`config.mk`:
```
export PLATFORM = sky130hd
export DESIGN_NAME = router_fifo
export DESIGN_NICKNAME = d
export VERILOG_FILES = /design/src/rtl/router_fifo.sv
export SDC_FILE = /design/constraint.sdc
export NUM_CORES = 1
export LEC_CHECK = 0
export BUFFER_PORTS_ARGS = -buffer_cell sky130_fd_sc_hd__buf_2
export CORE_MARGIN = 2
export CORE_UTILIZATION = 45
export DETAILED_ROUTE_END_ITERATION = 8
export GPL_ROUTABILITY_DRIVEN = 1
export SYNTH_ARGS = -nofsm -noshare
export SYNTH_HDL_FRONTEND = slang
export SYNTH_SLANG_ARGS = --single-unit
```
`constraint.sdc`:
```
create_clock -name clk -period 5.8 [get_ports clk]
set_input_delay 0.29 -clock clk [delete_from_list [all_inputs] [get_ports clk]]
set_output_delay 0.29 -clock clk [all_outputs]
set_load 0.005 [all_outputs]
```
`src/rtl/router_fifo.sv`:
```
// Per-destination output FIFO of the 1x3 router: stores header-tagged bytes and tracks packet boundaries on read.
// Optional build macro ROUTER_FIFO_OCC_EN adds the occupancy output port.
module router_fifo #(
  parameter int DATA_W = 8,
  parameter int ADDR_W = 4,
  parameter int DEPTH  = 16
) (
  input  logic              clk,
  input  logic              resetn,
  input  logic              soft_reset,
  input  logic              write_enb,
  input  logic              read_enb,
  input  logic              lfd_state,
  input  logic [DATA_W-1:0] data_in,
  output logic [DATA_W-1:0] data_out,
  output logic              full,
  output logic              empty,
  output logic              pkt_done
`ifdef ROUTER_FIFO_OCC_EN
  ,
  output logic [ADDR_W:0]   occupancy
`endif
);

  localparam int CNT_W = DATA_W - 1;
  localparam logic [ADDR_W:0] PTR_ONE = {{ADDR_W{1'b0}}, 1'b1};
  localparam logic [CNT_W-1:0] CNT_ONE = {{(CNT_W-1){1'b0}}, 1'b1};
  localparam logic [CNT_W-1:0] CNT_ZERO = {CNT_W{1'b0}};

  logic [DATA_W:0]   mem_r [DEPTH];
  logic [ADDR_W:0]   wr_ptr_r;
  logic [ADDR_W:0]   rd_ptr_r;
  logic [CNT_W-1:0]  pkt_cnt_r;
  logic [DATA_W-1:0] data_out_r;
  logic              pkt_done_r;

  logic [ADDR_W:0]   wr_ptr_nxt_s;
  logic [ADDR_W:0]   rd_ptr_nxt_s;
  logic [CNT_W-1:0]  pkt_cnt_nxt_s;
  logic [DATA_W-1:0] data_out_nxt_s;
  logic              pkt_done_nxt_s;
  logic              wr_en_s;
  logic              rd_en_s;
  logic [DATA_W:0]   rd_word_s;

  assign empty = (wr_ptr_r == rd_ptr_r);
  assign full  = (wr_ptr_r[ADDR_W-1:0] == rd_ptr_r[ADDR_W-1:0]) &&
                 (wr_ptr_r[ADDR_W] != rd_ptr_r[ADDR_W]);

  // Any reset cycle swallows the request, so accesses only qualify when neither reset is active.
  assign wr_en_s   = resetn && !soft_reset && write_enb && !full;
  assign rd_en_s   = resetn && !soft_reset && read_enb && !empty;
  assign rd_word_s = mem_r[rd_ptr_r[ADDR_W-1:0]];

  assign data_out = data_out_r;
  assign pkt_done = pkt_done_r;

`ifdef ROUTER_FIFO_OCC_EN
  assign occupancy = wr_ptr_r - rd_ptr_r;
`endif

  // Storage write; contents deliberately survive both resets.
  always_ff @(posedge clk) begin
    if (wr_en_s) begin
      mem_r[wr_ptr_r[ADDR_W-1:0]] <= {lfd_state, data_in};
    end
  end

  // Next-state for pointers, read data and packet tracking.
  always_comb begin
    wr_ptr_nxt_s   = wr_ptr_r;
    rd_ptr_nxt_s   = rd_ptr_r;
    pkt_cnt_nxt_s  = pkt_cnt_r;
    data_out_nxt_s = data_out_r;
    pkt_done_nxt_s = 1'b0;

    if (wr_en_s) begin
      wr_ptr_nxt_s = wr_ptr_r + PTR_ONE;
    end else begin
      wr_ptr_nxt_s = wr_ptr_r;
    end

    if (rd_en_s) begin
      rd_ptr_nxt_s   = rd_ptr_r + PTR_ONE;
      data_out_nxt_s = rd_word_s[DATA_W-1:0];
      if (rd_word_s[DATA_W]) begin
        // Header: payload length plus the trailing parity byte; abandons any truncated packet.
        pkt_cnt_nxt_s = {1'b0, rd_word_s[DATA_W-1:2]} + CNT_ONE;
      end else if (pkt_cnt_r != CNT_ZERO) begin
        pkt_cnt_nxt_s  = pkt_cnt_r - CNT_ONE;
        pkt_done_nxt_s = (pkt_cnt_r == CNT_ONE);
      end else begin
        pkt_cnt_nxt_s = CNT_ZERO;
      end
    end else begin
      rd_ptr_nxt_s   = rd_ptr_r;
      data_out_nxt_s = data_out_r;
    end
  end

  // State registers; resetn takes priority over the soft flush.
  always_ff @(posedge clk) begin
    if (!resetn) begin
      wr_ptr_r   <= {(ADDR_W+1){1'b0}};
      rd_ptr_r   <= {(ADDR_W+1){1'b0}};
      pkt_cnt_r  <= CNT_ZERO;
      data_out_r <= {DATA_W{1'b0}};
      pkt_done_r <= 1'b0;
    end else if (soft_reset) begin
      wr_ptr_r   <= {(ADDR_W+1){1'b0}};
      rd_ptr_r   <= {(ADDR_W+1){1'b0}};
      pkt_cnt_r  <= CNT_ZERO;
      data_out_r <= {DATA_W{1'b0}};
      pkt_done_r <= 1'b0;
    end else begin
      wr_ptr_r   <= wr_ptr_nxt_s;
      rd_ptr_r   <= rd_ptr_nxt_s;
      pkt_cnt_r  <= pkt_cnt_nxt_s;
      data_out_r <= data_out_nxt_s;
      pkt_done_r <= pkt_done_nxt_s;
    end
  end

endmodule

```
==> results_dict.tcl <==
set metrics [dict create \
    post_cts_buffers 0 \
    hold_path_class "in2reg" \
    grt_pass1_vias 3695 \
    cp.required_ns 6.17 \
    ys.flop_type "edfxtp_1" \
    ir_worst_vdd_v 0.000219 \
    cts_sinks 174 \
    diodes 0 \
    drt_wl_total_um 13900 \
    ys_async_sr_fraction_pct 0 \
    synth_area_per_cell_um2 17.0 \
    layout_common_cells "144 x edfxtp_1, 39 x nand2_1, 32 x nor2_1" \
    worst_slew_pin_slew_ns 1.13 \
    cts_buffer_depth 2 \
    die_w_um 129 \
    drt_iter0_markers 326 \
    powerDensity_nw_per_um2 327 \
    postCtsHoldBufs 0 \
    ios 25 \
    dp_slack_ns 2.51 \
    grt.total_usage_pct 18.2 \
    cts_tree "done" \
    rows 45 \
    portBuffers 24 \
    synth_cell_types 44 \
    max_slew_margin_pct 24.7 \
    setup_tns_ns 0 \
    fin_skew_ns 0.0110 \
    final_hold_viol_count 0 \
    yosysSeqAreaShare_pct 69.9 \
    ant_nets 0 \
    dpl.hpwl_um 8890 \
    synth_area_leaders "edfxtp_1 61%, dfxtp_1 8.5%, mux4_2 8.0%" \
    dieArea_um2 16700 \
    vias 3687 \
    synth_cells 415 \
    fp.dieH_um 129 \
    critPathKind "reg2reg" \
    grt_first_pass_wirelength_um 21900 \
    fillers 1245 \
    cts_inserted_buffers 17 \
    gr-total-overflow 0 \
    clk_latency_ns 0.42 \
    grt_max_degree 37 \
    cap_violations 0 \
    cts_max_level 4 \
    drc 0 \
    fin_crit_ns 3.25 \
    synth_area_um2 7050 \
    finalMaxSlewViolations 0 \
    core_um2 15300 \
    power_leakage_uw 0.00257 \
    synth_top_cell_by_area "edfxtp_1" \
    synth_top_cell_area_share_pct 61.4 \
    crit_arrival_ns 3.62 \
    routed_via_density 5.51 \
    antenna_found_initial 0 \
    synth_nets 438 \
    timing.hold.ws_ns 0.248 \
    startpoint_type "flip-flop" \
    first_pass_iters 5 \
    cp-end-kind "flip-flop" \
    cts_root_buffer "clkbuf_16" \
    post-route-period-util_pct 56.0 \
    layout-drive-gt1-share_pct 20.3 \
    power_uw 2610 \
    cp_max_fo 19 \
    finalWeightedCongestion 0.833 \
    layout_commonest_cell "edfxtp_1" \
    max_freq_mhz 308 \
    worst_slack_ns 2.55 \
    synth_edf_count 144 \
    clk_pin_slew_ns 0.06 \
    rsz0062_at_grt "no" \
    setup_violations 0 \
    cts_resized 0 \
    outcome "completed" \
    wl_per_cell_um 20.7 \
    yosysWarnings 0 \
    nets 468 \
    initial_core_util_pct 46.2 \
    synth_seq_cells 174 \
    area_growth_syn_to_layout_pct 13.3 \
]
[metrics by stage]
step                      util [%]  area, um2  instances
after floorplan                  -       7050        415
after global placement        48.3       7360        637
after detailed placement      48.3       7360        637
after CTS                     52.3       7980        669
after global routing          52.3       7980        669
final                         52.3       7980        669
[worst max-delay path, cell delays in order (launching register included)]
cell and delay, ns:
dfxtp_2 0.75, buf_4 0.46, mux4_1 0.59, a22oi_1 0.23, nand2_1 0.17, ha_1 0.28, xnor2_1 0.13, a2111oi_0 0.42
a31o_2 0.16
[power by group]
group          internal, uW  switching, uW  leakage [uW]
logic                  26.4           44.9      0.000740
clock network           718            464      0.000289
registers              1360           4.74       0.00154
total                  2100            513       0.00257
[worst paths after layout]
kind / startpoint / to / slack [ns] / cells past startpoint
worst min register to register: data_out[4] / data_out[4] / 0.45 / 2
worst max register to register: flip-flop / pkt_cnt_r[2] / 2.55 / 8
worst max-delay path: flip-flop / pkt_cnt_r[2] / 2.55 / 8
worst min-delay path: lfd_state / mem_r[3][8] / 0.25 / 1
[area by class of cell]
cell class / count / area, um2 / area share, %
Sequential cell: 174 / 4930 / 61.7
Multi-Input combinational cell: 217 / 1990 / 24.9
Clock buffer: 17 / 425 / 5.33
Tap cell: 211 / 264 / 3.31
Clock inverter: 15 / 195 / 2.44
Timing Repair Buffer: 30 / 165 / 2.07
Inverter: 5 / 18.8 / 0.235
[state kept, by name (all words and copies together) (netlist names), named ones only]
register	cells
pkt_cnt_r	7
rd_ptr_r	5
pkt_done	1
mem_r	144
data_out	8
wr_ptr_r	5
[cell usage after synthesis (2+ instances only)]
| master | n |
|---|---|
| xnor2_1 | 9 |
| or3_1 | 3 |
| buf_6 | 3 |
| o22ai_1 | 3 |
| nor3_1 | 6 |
| dfxtp_1 | 30 |
| and2_1 | 4 |
| nand4_1 | 5 |
| nor2_1 | 32 |
| a22oi_2 | 2 |
| edfxtp_1 | 144 |
| a21oi_1 | 14 |
| nand2_1 | 39 |
| nand3_1 | 5 |
| a22oi_1 | 11 |
| clkbuf_1 | 6 |
| ha_1 | 9 |
| a311oi_1 | 2 |
| mux4_1 | 14 |
| mux4_2 | 25 |
| xor2_1 | 8 |
| inv_1 | 5 |
| nor2b_1 | 3 |
| buf_2 | 5 |
| nand2b_1 | 4 |
| o21ai_0 | 4 |
| buf_1 | 3 |
[routing by layer]
layer | vias to the layer above | GRT usage (%) | wire, um
met5 | - | 0 | 0
met4 | 0 | 6.07 | 226
met3 | 15 | 4.21 | 717
met2 | 110 | 28.5 | 6650
met1 | 1873 | 25.5 | 6260
li1 | 1689 | - | -
[kinds of logic (layout without fill, tap and decap cells)]
family	after synthesis	in the layout	synth area share [%]
xor gates and xnor gates	17	17	2.11
buffers and inverters	24	67	1.97
AOI/OAI and AO/OA	46	46	4.42
adders and majority gates	9	9	1.60
muxes	40	40	13.3
and+or+nand+nor	105	105	6.68
DFF	174	174	69.9
Power figures use the tool's default switching activity.
